<file path="src/rtl/m_memarb.sv">
// m_memarb: single-port memory arbiter shared by fetch, data and loader.
// Loader mode quiesces the pipeline; a one-cycle DRAIN follows each load.
module m_memarb #(
  parameter int AW         = 11,
  parameter int DW         = 32,
  parameter int STARVE_MAX = 4
) (
  input  logic          w_clk,
  input  logic          w_rst,
  input  logic          w_ireq,
  input  logic [AW-1:0] w_iaddr,
  output logic          w_igrant,
  output logic          r_ivalid,
  output logic [DW-1:0] w_idata,
  input  logic          w_dreq,
  input  logic          w_dwe,
  input  logic [AW-1:0] w_daddr,
  input  logic [DW-1:0] w_ddin,
  output logic          w_dgrant,
  output logic          r_dvalid,
  output logic [DW-1:0] w_ddata,
  input  logic          w_lreq,
  input  logic          w_lwe,
  input  logic [AW-1:0] w_laddr,
  input  logic [DW-1:0] w_ldin,
  output logic          w_lgrant,
  output logic          r_lvalid,
  output logic [DW-1:0] w_ldata,
  output logic [AW-1:0] w_maddr,
  output logic          w_mwe,
  output logic [DW-1:0] w_mdin,
  input  logic [DW-1:0] w_mdout,
  output logic          w_ifstall,
  output logic [1:0]    r_mode
);

  localparam logic [1:0] RUN   = 2'd0;
  localparam logic [1:0] LOAD  = 2'd1;
  localparam logic [1:0] DRAIN = 2'd2;

  localparam logic [1:0] OWN_NONE = 2'd0;
  localparam logic [1:0] OWN_I    = 2'd1;
  localparam logic [1:0] OWN_D    = 2'd2;
  localparam logic [1:0] OWN_L    = 2'd3;

  localparam logic [2:0] SMAX = 3'(STARVE_MAX);

  logic [1:0] mode_q, mode_d;
  logic [2:0] starve_q, starve_d;
  logic [1:0] own_q, own_d;
  logic       fetch_urgent;

  assign fetch_urgent = (starve_q == SMAX);

  always_comb begin
    w_igrant = 1'b0;
    w_dgrant = 1'b0;
    w_lgrant = 1'b0;
    if (mode_q == RUN) begin
      if (w_lreq)
        w_lgrant = 1'b1;
      else if (w_ireq && (fetch_urgent || !w_dreq))
        w_igrant = 1'b1;
      else if (w_dreq)
        w_dgrant = 1'b1;
    end else if (mode_q == LOAD) begin
      w_lgrant = w_lreq;
    end
  end

  always_comb begin
    mode_d = mode_q;
    unique case (mode_q)
      RUN:     if (w_lreq) mode_d = LOAD;
      LOAD:    if (!w_lreq) mode_d = DRAIN;
      DRAIN:   mode_d = w_lreq ? LOAD : RUN;
      default: mode_d = RUN;
    endcase
  end

  // Starvation only accrues while the arbiter is actually arbitrating.
  always_comb begin
    starve_d = starve_q;
    if (mode_q == RUN) begin
      if (w_ireq && !w_igrant)
        starve_d = (starve_q >= SMAX) ? SMAX
                                      : starve_q + 3'd1;
      else
        starve_d = '0;
    end
  end

  always_comb begin
    w_maddr = '0;
    w_mwe   = 1'b0;
    w_mdin  = '0;
    own_d   = OWN_NONE;
    unique case (1'b1)
      w_lgrant: begin
        w_maddr = w_laddr;
        w_mwe   = w_lwe;
        w_mdin  = w_ldin;
        own_d   = w_lwe ? OWN_NONE : OWN_L;
      end
      w_dgrant: begin
        w_maddr = w_daddr;
        w_mwe   = w_dwe;
        w_mdin  = w_ddin;
        own_d   = w_dwe ? OWN_NONE : OWN_D;
      end
      w_igrant: begin
        w_maddr = w_iaddr;
        own_d   = OWN_I;
      end
      default: ;
    endcase
  end

  always_ff @(posedge w_clk) begin
    if (w_rst) begin
      mode_q   <= RUN;
      starve_q <= '0;
      own_q    <= OWN_NONE;
    end else begin
      mode_q   <= mode_d;
      starve_q <= starve_d;
      own_q    <= own_d;
    end
  end

  assign r_ivalid  = (own_q == OWN_I);
  assign r_dvalid  = (own_q == OWN_D);
  assign r_lvalid  = (own_q == OWN_L);
  assign w_idata   = r_ivalid ? w_mdout : '0;
  assign w_ddata   = r_dvalid ? w_mdout : '0;
  assign w_ldata   = r_lvalid ? w_mdout : '0;
  assign w_ifstall = w_ireq & ~w_igrant;
  assign r_mode    = mode_q;

endmodule

</file>
<file path="config.mk">
export PLATFORM = sky130hd
export DESIGN_NAME = m_memarb
export DESIGN_NICKNAME = d
export VERILOG_FILES = /design/src/rtl/m_memarb.sv
export SDC_FILE = /design/constraint.sdc
export NUM_CORES = 1
export LEC_CHECK = 0
export CORE_AREA = 2 2 112 114
export DETAILED_ROUTE_END_ITERATION = 16
export DIE_AREA = 0 0 114 116
export SYNTH_ARGS = -nofsm -noshare
export SYNTH_HDL_FRONTEND = slang
export SYNTH_SLANG_ARGS = --single-unit
</file>
<file path="constraint.sdc">
create_clock -name w_clk -period 1.7 [get_ports w_clk]
set_input_delay 0.17 -clock w_clk [delete_from_list [all_inputs] [get_ports w_clk]]
set_output_delay 0.17 -clock w_clk [all_outputs]
set_load 0.01 [all_outputs]
</file>
==> results.py <==
metrics = {
    "global_route": {
        "grt_antenna_before_repair": 0,
        "grt_overflow": 0,
        "grt_pass1_wl_mm": 16.0,
        "grt_max_degree": 20,
        "grt_pass1_vias": 2956,
        "grt_use_total_pct": 15.3,
    },
    "route": {
        "drt_iter0_markers": 171,
        "drc_errors": 0,
        "vias_per_cell": 4.50,
        "dr.pass1.iters": 4,
        "postRouteAntennaNets": 0,
        "routed_wl_mm": 11.8,
        "vias": 3150,
        "wire_per_inst_um": 16.8,
    },
    "floorplanning": {
        "ios": 285,
        "core_um2": 11900,
        "fp.dieW_um": 114,
        "die_h_um": 116,
        "die_area_um2": 13200,
        "row_count": 40,
        "floorplan.initialDensity_pct": 13.7,
    },
    "finish": {
        "final_common_cell": "clkdlybuf4s50_1",
        "nets": 692,
        "antenna_cells": 0,
        "drive_gt1_share_pct": 25.3,
        "layout_common_cells": "164 x clkdlybuf4s50_1, 65 x and2_1, 56 x dlygate4sd2_1",
        "area_delta_synth_final_pct": 215,
        "fin_util_pct": 43.2,
        "fill_cells": 1241,
    },
    "pwr": {
        "powerDensity_nw_per_um2": 336,
        "ir_worst_vdd_mv": 0.352,
        "power.leakage_nw": 2.63,
    },
    "clock_tree": {
        "cts_tree": "yes",
        "h-tree-depth": 1,
        "cts_made_buffers": 3,
        "ctsHoldBuffers": 0,
        "cts_root_buf": "clkbuf_16",
        "insertion_delay_ns": 0.23,
        "clockBufferDepth": 2,
        "numClockSinks": 7,
        "clk_pin_slew_ns": 0.04,
    },
    "timing": {
        "setup_viol": 45,
        "fin_crit_sh_pct": 120,
        "drv_slew": 0,
        "final.setup_skew_ns": 0.00127,
        "rsz0062_at_grt": "yes",
        "hold_viol": 0,
        "period_needed_ns": 2.04,
        "slew_headroom_pct": 76.1,
        "setup_ws_ns": -0.336,
        "worstMarginPinSlew_ns": 0.355,
        "maxClockFrequency_ghz": 0.491,
    },
    "critical_path": {
        "critPathMostFrequentCell": "buf_6",
        "r2r.worst_path.cells": 6,
        "start_kind": "flip-flop",
        "worstPathCellList": "or3_4 -> nor3b_4 -> buf_6 -> buf_6 -> buf_16 -> a22o_1 -> buf_2",
        "end_kind": "output port",
        "cpLargestDelayFamily": "simple AND/OR/NAND/NOR gates",
        "critical_path_class": "flip-flop to output port",
        "worst-path-buf-inv": 4,
        "worstPathArrival_ns": 1.87,
        "cp.required_ns": 1.53,
        "cp_max_fo": 5,
        "max_stage_delay_ns": 0.39,
        "crit_path_top_delay_cell": "or3_4",
        "crit_cells": 7,
    },
    "placement": {
        "io_buffers": 284,
        "pre_cts_slack_ns": -0.697,
        "gp_congestion": 0.789,
        "hpwl_mm": 8.58,
    },
    "outcome": {
        "status": "finished with violations",
        "violations": "setup timing",
    },
    "synth": {
        "synth-seq-cells": 7,
        "synth.distinct_cells": 29,
        "synth_xor_area_share_pct": 0,
        "syn_nets": 377,
        "synth_top_family_by_area": "simple AND/OR/NAND/NOR gates",
        "avgSynthCellArea_um2": 6.83,
        "netlist_area_um2": 1630,
        "synth_seq_area_share_pct": 8.59,
        "yosys.area_share.simple_pct": 49.5,
        "muxShareOfSynthArea_pct": 0,
        "yosys_warnings": 0,
        "synth-compound-area-share_pct": 31.4,
        "synthCells": 239,
        "synthAdderAreaFrac_pct": 1.53,
    },
    "job": {
        "cap_viol_max_count": 0,
    },
    "worst_hold_path": {
        "hp-class": "primary input to flip-flop",
        "hold_depth": 3,
    },
}
==> layout make-up <==
cell class	instances	area, um2	area share, %
tap	147	184	3.57
inverter	4	15.0	0.292
timing repair buffer	337	3230	62.8
clock buffer	4	78.8	1.53
sequential	7	151	2.94
multi-input combinational	201	1490	28.9
==> flip-flops by register name (all words and copies together), names as in the netlist <==
register and flops:
r_mode 2, starve_q 3, own_q 2
==> worst paths after layout <==
| check | slack, ns | end | startpoint |
|---|---|---|---|
| max | -0.34 | w_mdin[29] | r_mode[1] |
| min | 0.38 | r_mode[1] | w_lreq |
| max reg2reg | 0.11 | own_q[1] | r_mode[1] |
| min reg2reg | 0.52 | starve_q[1] | starve_q[1] |
==> report_power, final <==
part,switching (mW),internal [mW],leakage (nW)
Combinational,0.437,0.707,2.53
Clock,0.0899,0.312,0.0382
Sequential,0.00946,0.172,0.0600
==> kinds of logic after synthesis <==
group,Yosys count
buf+inv,31
simple gates,136
flops,7
fa+ha+maj,2
compound gates,63
==> repair_timing <==
item,CTS,global route
endpoints found under the setup margin,147,84
gates cloned,9,1
pin swaps,8,29
gates resized for setup,268,77
buffers inserted,11,7
==> worst min-delay path: stages <==
cell	delay [ns]
dlygate4sd2_1	0.22
buf_4	0.13
nor4b_1	0.05
==> metrics by stage <==
stage / instance area [um2] / std cells / total power [mW] / TNS [ns] / hold WS, ns
finish: 5140 / 700 / 1.73 / -9.05 / 0.378
global route: 5140 / 700 / 1.82 / -11.32 / 0.412
CTS: 5020 / 694 / 1.71 / -9.39 / 0.379
detailed placement: 4790 / 670 / 1.28 / -26.63 / 0.518
global placement: 4790 / 670 / 1.27 / -26.22 / 0.499
floorplan: 1630 / 239 / 0.531 / 0 / 0.242
==> cell usage after synthesis <==
library cell  count  area share [%]
clkbuf_1         21             4.8
inv_1             3            0.69
a21oi_1           2            0.61
a211oi_1          1            0.46
nor3b_4           1             1.2
nor2_1            2            0.46
a21boi_1          1            0.46
nand2_1          22             5.1
nor4b_1           1            0.54
a22o_1           44              24
buf_6             4             2.8
ha_1              2             1.5
or3_4             1            0.69
o21a_1            1            0.46
nor4_1            2            0.77
o2bb2ai_1         1            0.54
and3_1           33              13
nand3_1           1            0.31
dfxtp_1           7             8.6
o32ai_1           1            0.54
buf_1             2            0.46
and2_1           65              25
inv_2             1            0.23
o22ai_1          11             4.2
nor3_1            3            0.92
nand2b_1          1            0.38
a31o_1            1            0.54
nand3b_1          1            0.46
nor2b_1           3             1.2
==> metal layers <==
metal	up-vias	track usage (%)	routed length [um]
li1	1490	-	-
met3	25	3.45	922
met4	0	2.52	173
met2	178	29.0	6170
met1	1457	17.7	4490
met5	-	0	0
Power figures use the tool's default switching activity.
